===== config.mk =====
export PLATFORM = sky130hd
export DESIGN_NAME = perf_counter_bank
export DESIGN_NICKNAME = d
export VERILOG_FILES = /design/src/rtl/perf_counter_bank.sv
export SDC_FILE = /design/constraint.sdc
export NUM_CORES = 1
export LEC_CHECK = 0
export ABC_CLOCK_PERIOD_IN_PS = 10850
export CELL_PAD_IN_SITES_DETAIL_PLACEMENT = 0
export CELL_PAD_IN_SITES_GLOBAL_PLACEMENT = 1
export CORE_MARGIN = 3
export CORE_UTILIZATION = 46
export DETAILED_ROUTE_END_ITERATION = 12
export PLACE_DENSITY = 0.74
export SLEW_MARGIN = 0
export SYNTH_ARGS = -nofsm -noshare
export SYNTH_HDL_FRONTEND = slang
export SYNTH_SLANG_ARGS = --single-unit
export TNS_END_PERCENT = 1

===== constraint.sdc =====
create_clock -name CLK -period 10.85 [get_ports CLK]
set_input_delay 2.7125 -clock CLK [delete_from_list [all_inputs] [get_ports CLK]]
set_output_delay 2.7125 -clock CLK [all_outputs]
set_load 0.02 [all_outputs]

===== src/rtl/perf_counter_bank.sv =====
// perf_counter_bank
// Eight free-running performance event counters fed by a pipeline observation
// port. Counts can be frozen, cleared, or copied into shadow registers. The
// shadow registers are read one at a time through a registered read port.
// The block only watches the pipeline and never drives anything back into it.
module perf_counter_bank #(
  parameter int CNT_W    = 16,
  parameter int SATURATE = 0
) (
  input  logic             CLK,
  input  logic             RST,
  input  logic             en,
  input  logic             valid,
  input  logic [3:0]       Op,
  input  logic             stall,
  input  logic             kill,
  input  logic             clr,
  input  logic             snap,
  input  logic [2:0]       rd_sel,
  output logic [CNT_W-1:0] rd_data,
  output logic [7:0]       ovf
);

  // Opcode encodings, matching the pipeline's opcodes.v
  localparam logic [3:0] OP_ALU  = 4'b0000;
  localparam logic [3:0] OP_CTRL = 4'b0001;
  localparam logic [3:0] OP_LW   = 4'b0010;
  localparam logic [3:0] OP_SW   = 4'b0011;
  localparam logic [3:0] OP_ADDI = 4'b0100;
  localparam logic [3:0] OP_ANDI = 4'b0101;
  localparam logic [3:0] OP_BEQ  = 4'b0110;
  localparam logic [3:0] OP_BNE  = 4'b0111;
  localparam logic [3:0] OP_FOR  = 4'b1000;

  localparam logic [CNT_W-1:0] CNT_MAX = {CNT_W{1'b1}};

  logic             isAlu;
  logic             isCtrl;
  logic             isLw;
  logic             isSw;
  logic             recognised;
  logic             retire;
  logic [7:0]       incVec;
  logic [CNT_W-1:0] cnt_q    [8];
  logic [CNT_W-1:0] cnt_d    [8];
  logic [CNT_W-1:0] shadow_q [8];
  logic [CNT_W-1:0] rdData_q;
  logic [7:0]       ovf_q;
  logic [7:0]       ovf_d;

  // Decode the opcode class. Build the per-counter event vector in this order:
  // EX, LW, SW, ALU, CTRL, CLK, STALL, KILL.
  // FOR counts as both an ALU op and a control op.
  always_comb begin
    isAlu      = (Op == OP_ALU) || (Op == OP_ANDI) || (Op == OP_ADDI) || (Op == OP_FOR);
    isCtrl     = (Op == OP_CTRL) || (Op == OP_BEQ) || (Op == OP_BNE) || (Op == OP_FOR);
    isLw       = (Op == OP_LW);
    isSw       = (Op == OP_SW);
    recognised = isAlu | isCtrl | isLw | isSw;
    retire     = valid & ~stall & ~kill & recognised;
    incVec     = 8'b0;
    incVec[0]  = retire;
    incVec[1]  = retire & isLw;
    incVec[2]  = retire & isSw;
    incVec[3]  = retire & isAlu;
    incVec[4]  = retire & isCtrl;
    incVec[5]  = 1'b1;
    incVec[6]  = stall | kill;
    incVec[7]  = kill;
  end

  // Compute the next live count and overflow flag for each counter.
  // Clear beats any same-cycle increment.
  // At the maximum value a counter either wraps or holds, and in both cases its sticky flag is set.
  always_comb begin
    for (int i = 0; i < 8; i++) begin
      cnt_d[i] = cnt_q[i];
      ovf_d[i] = ovf_q[i];
      if (clr) begin
        cnt_d[i] = '0;
        ovf_d[i] = 1'b0;
      end else if (en && incVec[i]) begin
        if (cnt_q[i] == CNT_MAX) begin
          ovf_d[i] = 1'b1;
          cnt_d[i] = (SATURATE != 0) ? CNT_MAX : '0;
        end else begin
          cnt_d[i] = cnt_q[i] + CNT_W'(1);
        end
      end
    end
  end

  // Update the live counters, the flags, the snapshot shadows and the registered read port.
  // Snapshots and reads both use the values held before this edge.
  always_ff @(posedge CLK or posedge RST) begin
    if (RST) begin
      for (int i = 0; i < 8; i++) begin
        cnt_q[i]    <= '0;
        shadow_q[i] <= '0;
      end
      ovf_q    <= '0;
      rdData_q <= '0;
    end else begin
      for (int i = 0; i < 8; i++) begin
        cnt_q[i] <= cnt_d[i];
        if (snap) begin
          shadow_q[i] <= cnt_q[i];
        end
      end
      ovf_q    <= ovf_d;
      rdData_q <= shadow_q[rd_sel];
    end
  end

  assign rd_data = rdData_q;
  assign ovf     = ovf_q;

endmodule


Yosys cells after proc, flatten, opt, wreduce, memory -nomap -nowiden
Cells that the tools add are included.
{"block": "word_totals", "register_bits": 280, "out_inout_bits": 24}
{"block": "classes", "reduce_logical": 38, "n_mux": 51, "bitwise": 14, "add_sub_neg": 8, "n_eq_ne": 16, "n_lt_le_gt_ge": 1}
{"op": "$mux W16", "count": 26}
{"op": "$add A16 B1 Y16 const B", "count": 8}
{"op": "$eq A16 B16 Y1 const B", "count": 8}
{"op": "$bmux W16 S3", "count": 1}
{"op": "$reduce_bool A2 Y1", "count": 16}
{"op": "$mux W1", "count": 24}
{"op": "$eq A4 B3 Y1 const B", "count": 4}
{"op": "$reduce_and A2 Y1", "count": 8}
{"op": "$eq A4 B2 Y1 const B", "count": 2}
{"op": "$and A1 B1 Y1", "count": 7}
{"op": "$logic_and A1 B1 Y1", "count": 7}
{"op": "$logic_or A1 B1 Y1", "count": 6}
{"op": "$eq A4 B1 Y1 const B", "count": 1}
{"op": "$eq A4 B4 Y1 const B", "count": 1}
{"op": "$ge A4 B4 Y1 const B", "count": 1}
{"op": "$logic_not A4 Y1", "count": 1}
{"op": "$not A3 Y4", "count": 1}
{"op": "$or A1 B1 Y1", "count": 4}
{"op": "$not A1 Y1", "count": 2}

Longest topological paths before layout
{"block": "depth", "word_depth": 12, "depth_mapped": 8, "depth_no_buf": 6}

Worst setup path before layout
OpenSTA, ideal clock, no wires.
{"block": "synth_path", "kind": "input-to-reg", "from": "input port en", "to": "register cnt_q[51] (netlist bit)", "n_path_buf": 4, "t_arrival_ns": 4.069, "slack_ns": 6.685, "required_ns": 10.755, "stages": 8, "path_cell_list": "buf_4 > and4bb_2 > buf_2 > nand2_2 > or2_2 > clkbuf_1 > buf_6 > o31ai_1"}
{"block": "synth_between", "elab_chain_len": 2}
{"element": "start, declared", "line": "12", "source": "input logic en,"}
{"element": "$logic_and A1 B1 Y1", "line": "82", "source": "end else if (en && incVec[i]) begin"}
{"element": "$reduce_bool A2 Y1 (no source line)"}
{"element": "end signal, assigned by index", "line": "105", "source": "cnt_q[i] <= cnt_d[i];"}
{"element": "end, declared", "line": "44", "source": "logic [CNT_W-1:0] cnt_q [8];"}
Every way passes these cells.
A chain may end at the register's enable or synchronous reset.

Final worst setup path
{"block": "layout_path", "from": "input port en", "to": "register cnt_q[85] (netlist bit)"}
The elaborated chain is that of the path after synthesis.

==> reports/qor.csv <==
metric;value;unit
fin_crit;5.15;ns
critical_path_required;11.27;ns
p_sw_frac;0.220;
met1_usage;0.346;
synthCells;1147;
area_growth;14.1;%
avgSynthCellArea;11.6;um^2
status;finished clean;
worstMarginPinSlew;1.08;ns
grt_util_met3;0.0331;
endpoint_kind;flop;
numCtsBuffers;34;
die_x;176;um
h-tree-depth;2;
yosysSeqAreaShare;0.527;
slew_headroom;0.273;
final-hold-violation-count;0;
p_sw;0.508;mW
num_rows;61;
power.internal;1.80;mW
pin_count;39;
synth_cell_types;60;
hold_path.startpoint;ovf[1]$_DFFE_PP0P_;
critPathLaunch;en;
num-nets-final;1201;
met2_usage;0.313;
fin_cells;1581;
io_buffer_count;38;
grt-ovfl-total;0;
power_frac_seq;0.457;
wl_per_cell;20.8;um
firstDrtPassIters;5;
top_usage_layer;met1;
synthesis.nets;1170;
critPathLaunchType;input pin;
num_vias;9166;
clock_power_share;0.500;
track_usage;0.218;
dieHeight;176;um
die_area;31000;um^2
synth_edf_count;0;
cellPowerDensity;152;nW/um^2
cp.depth;6;
cts_buffer_depth;3;
dp_hpwl;22300;um
yosys_register_bits;280;
gp_congestion;0.842;
antenna_found_initial;0;
critPathArrivalTime;5.56;ns
grt_pass1_vias;8855;
drc_errors;0;
path_buf_inv;1;
grt_max_degree;159;
path_cells;clkdlybuf4s50_1 -> nand4bb_4 -> nor3_2 -> nand2b_1 -> or3b_2 -> a21oi_1;
start_util;0.472;
drive_above_1_share;0.215;
postSynth.asyncResetShare;1.00;
drtAntennaViolNets;0;
cp-endpoint;cnt_q[85]$_DFFE_PP0P_;
peakVddDrop;106;uV
cts_resized;0;
worstPathMaxFanout;18;
hold_class;reg -> reg;
yosysWarnings;0;
synth_area_leaders;dfrtp_1 53%, mux2_2 12%, mux4_2 5.4%;
slowest_stage;clkdlybuf4s50_1;
dp.cells;1520;
slew_viol_final;0;
hold_buffers;0;
reg2reg_slack;8.39;ns
finalClockSkew;0.0104;ns
setup_tns;0;ns
syn_area;13300;um^2
routed_via_density;5.80;
synth-main-ff-cell;dfrtp_1;
post-cts-setup-buffers;0;
p_leak;6.67;nW
cts_tree;done;
reg2reg_depth;6;
p_comb_frac;0.043;
worst-setup-path-type;in -> reg;
synth_top_area_frac;0.527;
antenna_cells;0;
clk_latency;0.50;ns
rr_startpoint;cnt_q[112]$_DFFE_PP0P_;
cts.sinks;280;
grt_pass1_wl;52900;um
path_clk_slew;0.06;ns
period_share;0.474;
finalWirelength;32900;um
drtIter0Drc;912;
setup_viol;0;
crit_family;simple AND/OR/NAND/NOR gates;
root_buffer;clkbuf_16;
rr_endpoint;cnt_q[117]$_DFFE_PP0P_;
rsz0062_at_grt;false;
synth.largest_area_cell;dfrtp_1;
coreArea;28200;um^2
cp_slowest_stage_delay;0.93;ns
maxCapViolCount;0;
fmax;194;MHz
## through the flow
step                worst slack (ns)  total power, mW  utilization  cell area, um^2  hold WS [ns]
floorplan                      0.415             1.14            -            13300         0.465
global placement                5.34             1.18        0.498            14000         0.472
detailed placement              5.25             1.18        0.498            14000         0.487
CTS                             5.77             2.34        0.539            15200         0.502
global route                    5.54             2.40        0.539            15200         0.518
finish                          5.70             2.31        0.539            15200         0.498
## layout make-up
type | count | area [um^2]
Sequential cell | 280 | 7010
Tap cell | 378 | 473
Clock inverter | 5 | 56.3
Inverter | 16 | 67.6
Multi-Input combinational cell | 800 | 6030
Timing Repair Buffer | 46 | 443
Fill cell | 2419 | 13000
Clock buffer | 56 | 1110
## registers in the layout (all words and copies together), names as in the netlist
signal / cells
cnt_q: 128
ovf: 8
rd_data: 16
shadow_q: 128
## cells in the final DEF, fill, tap and decap left out, types with 8 or more instances in the layout
| cell type | n |
|---|---|
| nor2_1 | 105 |
| a21oi_1 | 46 |
| nor3_1 | 23 |
| dfrtp_1 | 280 |
| nand2b_1 | 8 |
| nand2_1 | 70 |
| nor4_1 | 10 |
| buf_4 | 9 |
| nand4_1 | 37 |
| mux2_2 | 145 |
| clkbuf_8 | 11 |
| inv_1 | 15 |
| or3_1 | 15 |
| xnor2_1 | 16 |
| nand3_1 | 60 |
| o31ai_1 | 16 |
| clkbuf_16 | 37 |
| and3_1 | 17 |
| clkdlybuf4s50_1 | 35 |
| xor2_1 | 42 |
| mux4_2 | 32 |
| ha_1 | 8 |
| clkbuf_1 | 8 |
| o21ai_0 | 48 |
## per-layer routing
metal	wire length [um]	up-vias
met2	14400	184
met4	682	0
met3	1410	46
met5	0	-
met1	16400	4654
li1	-	4282
## synthesized netlist by cell type (5+ instances only)
library cell,instances
nand3b_1,6
inv_1,16
nand3_1,60
clkbuf_1,37
or2_2,5
nor3_1,23
xnor2_1,16
and3_1,17
a31oi_1,5
nand2b_1,8
xor2_1,42
a21oi_1,46
o21ai_0,48
ha_1,8
nand2_1,70
nand4_1,37
o211ai_1,6
nor4_1,10
nor2_1,105
buf_2,7
a41oi_1,6
and4_1,7
mux2_2,145
or4_1,6
nor2b_1,5
or3_1,15
dfrtp_1,280
mux4_2,32
and2_1,7
o31ai_1,16
## power groups by stage
stage | combinational, mW | sequential, mW | clock, mW
finish | 0.0988 | 1.06 | 1.16
global route | 0.110 | 1.06 | 1.23
CTS | 0.102 | 1.06 | 1.18
detailed placement | 0.101 | 1.08 | 0
global placement | 0.101 | 1.08 | 0
floorplan | 0.0686 | 1.08 | 0
## worst min-delay path by stage
stage | to | cells past startpoint | slack (ns)
6_report | ovf[1]$_DFFE_PP0P_ | 2 | 0.50
5_1_grt | shadow_q[80]$_DFFE_PP0P_ | 1 | 0.52
4_1_cts | ovf[1]$_DFFE_PP0P_ | 2 | 0.50
3_5_place_dp | ovf[1]$_DFFE_PP0P_ | 2 | 0.49
3_3_place_gp | ovf[6]$_DFFE_PP0P_ | 1 | 0.47
2_1_floorplan | cnt_q[55]$_DFFE_PP0P_ | 1 | 0.47
## worst min-delay path, stage by stage, from the launching register on
cell	delay, ns
dfrtp_1	0.34
a21oi_1	0.04
nor2_1	0.08
## logic make-up (layout without fill, tap and decap cells)
logic type / count (synthesis) / in the layout / share of synthesized area
fa+ha+maj: 8 / 8 / 0.00753
xor+xnor: 58 / 58 / 0.0382
buf+inv: 67 / 123 / 0.0207
compound gates: 157 / 157 / 0.0730
flops: 280 / 280 / 0.527
mux: 179 / 179 / 0.178
simple gates: 398 / 398 / 0.155
Note: power is estimated with default switching activity, not from simulation.
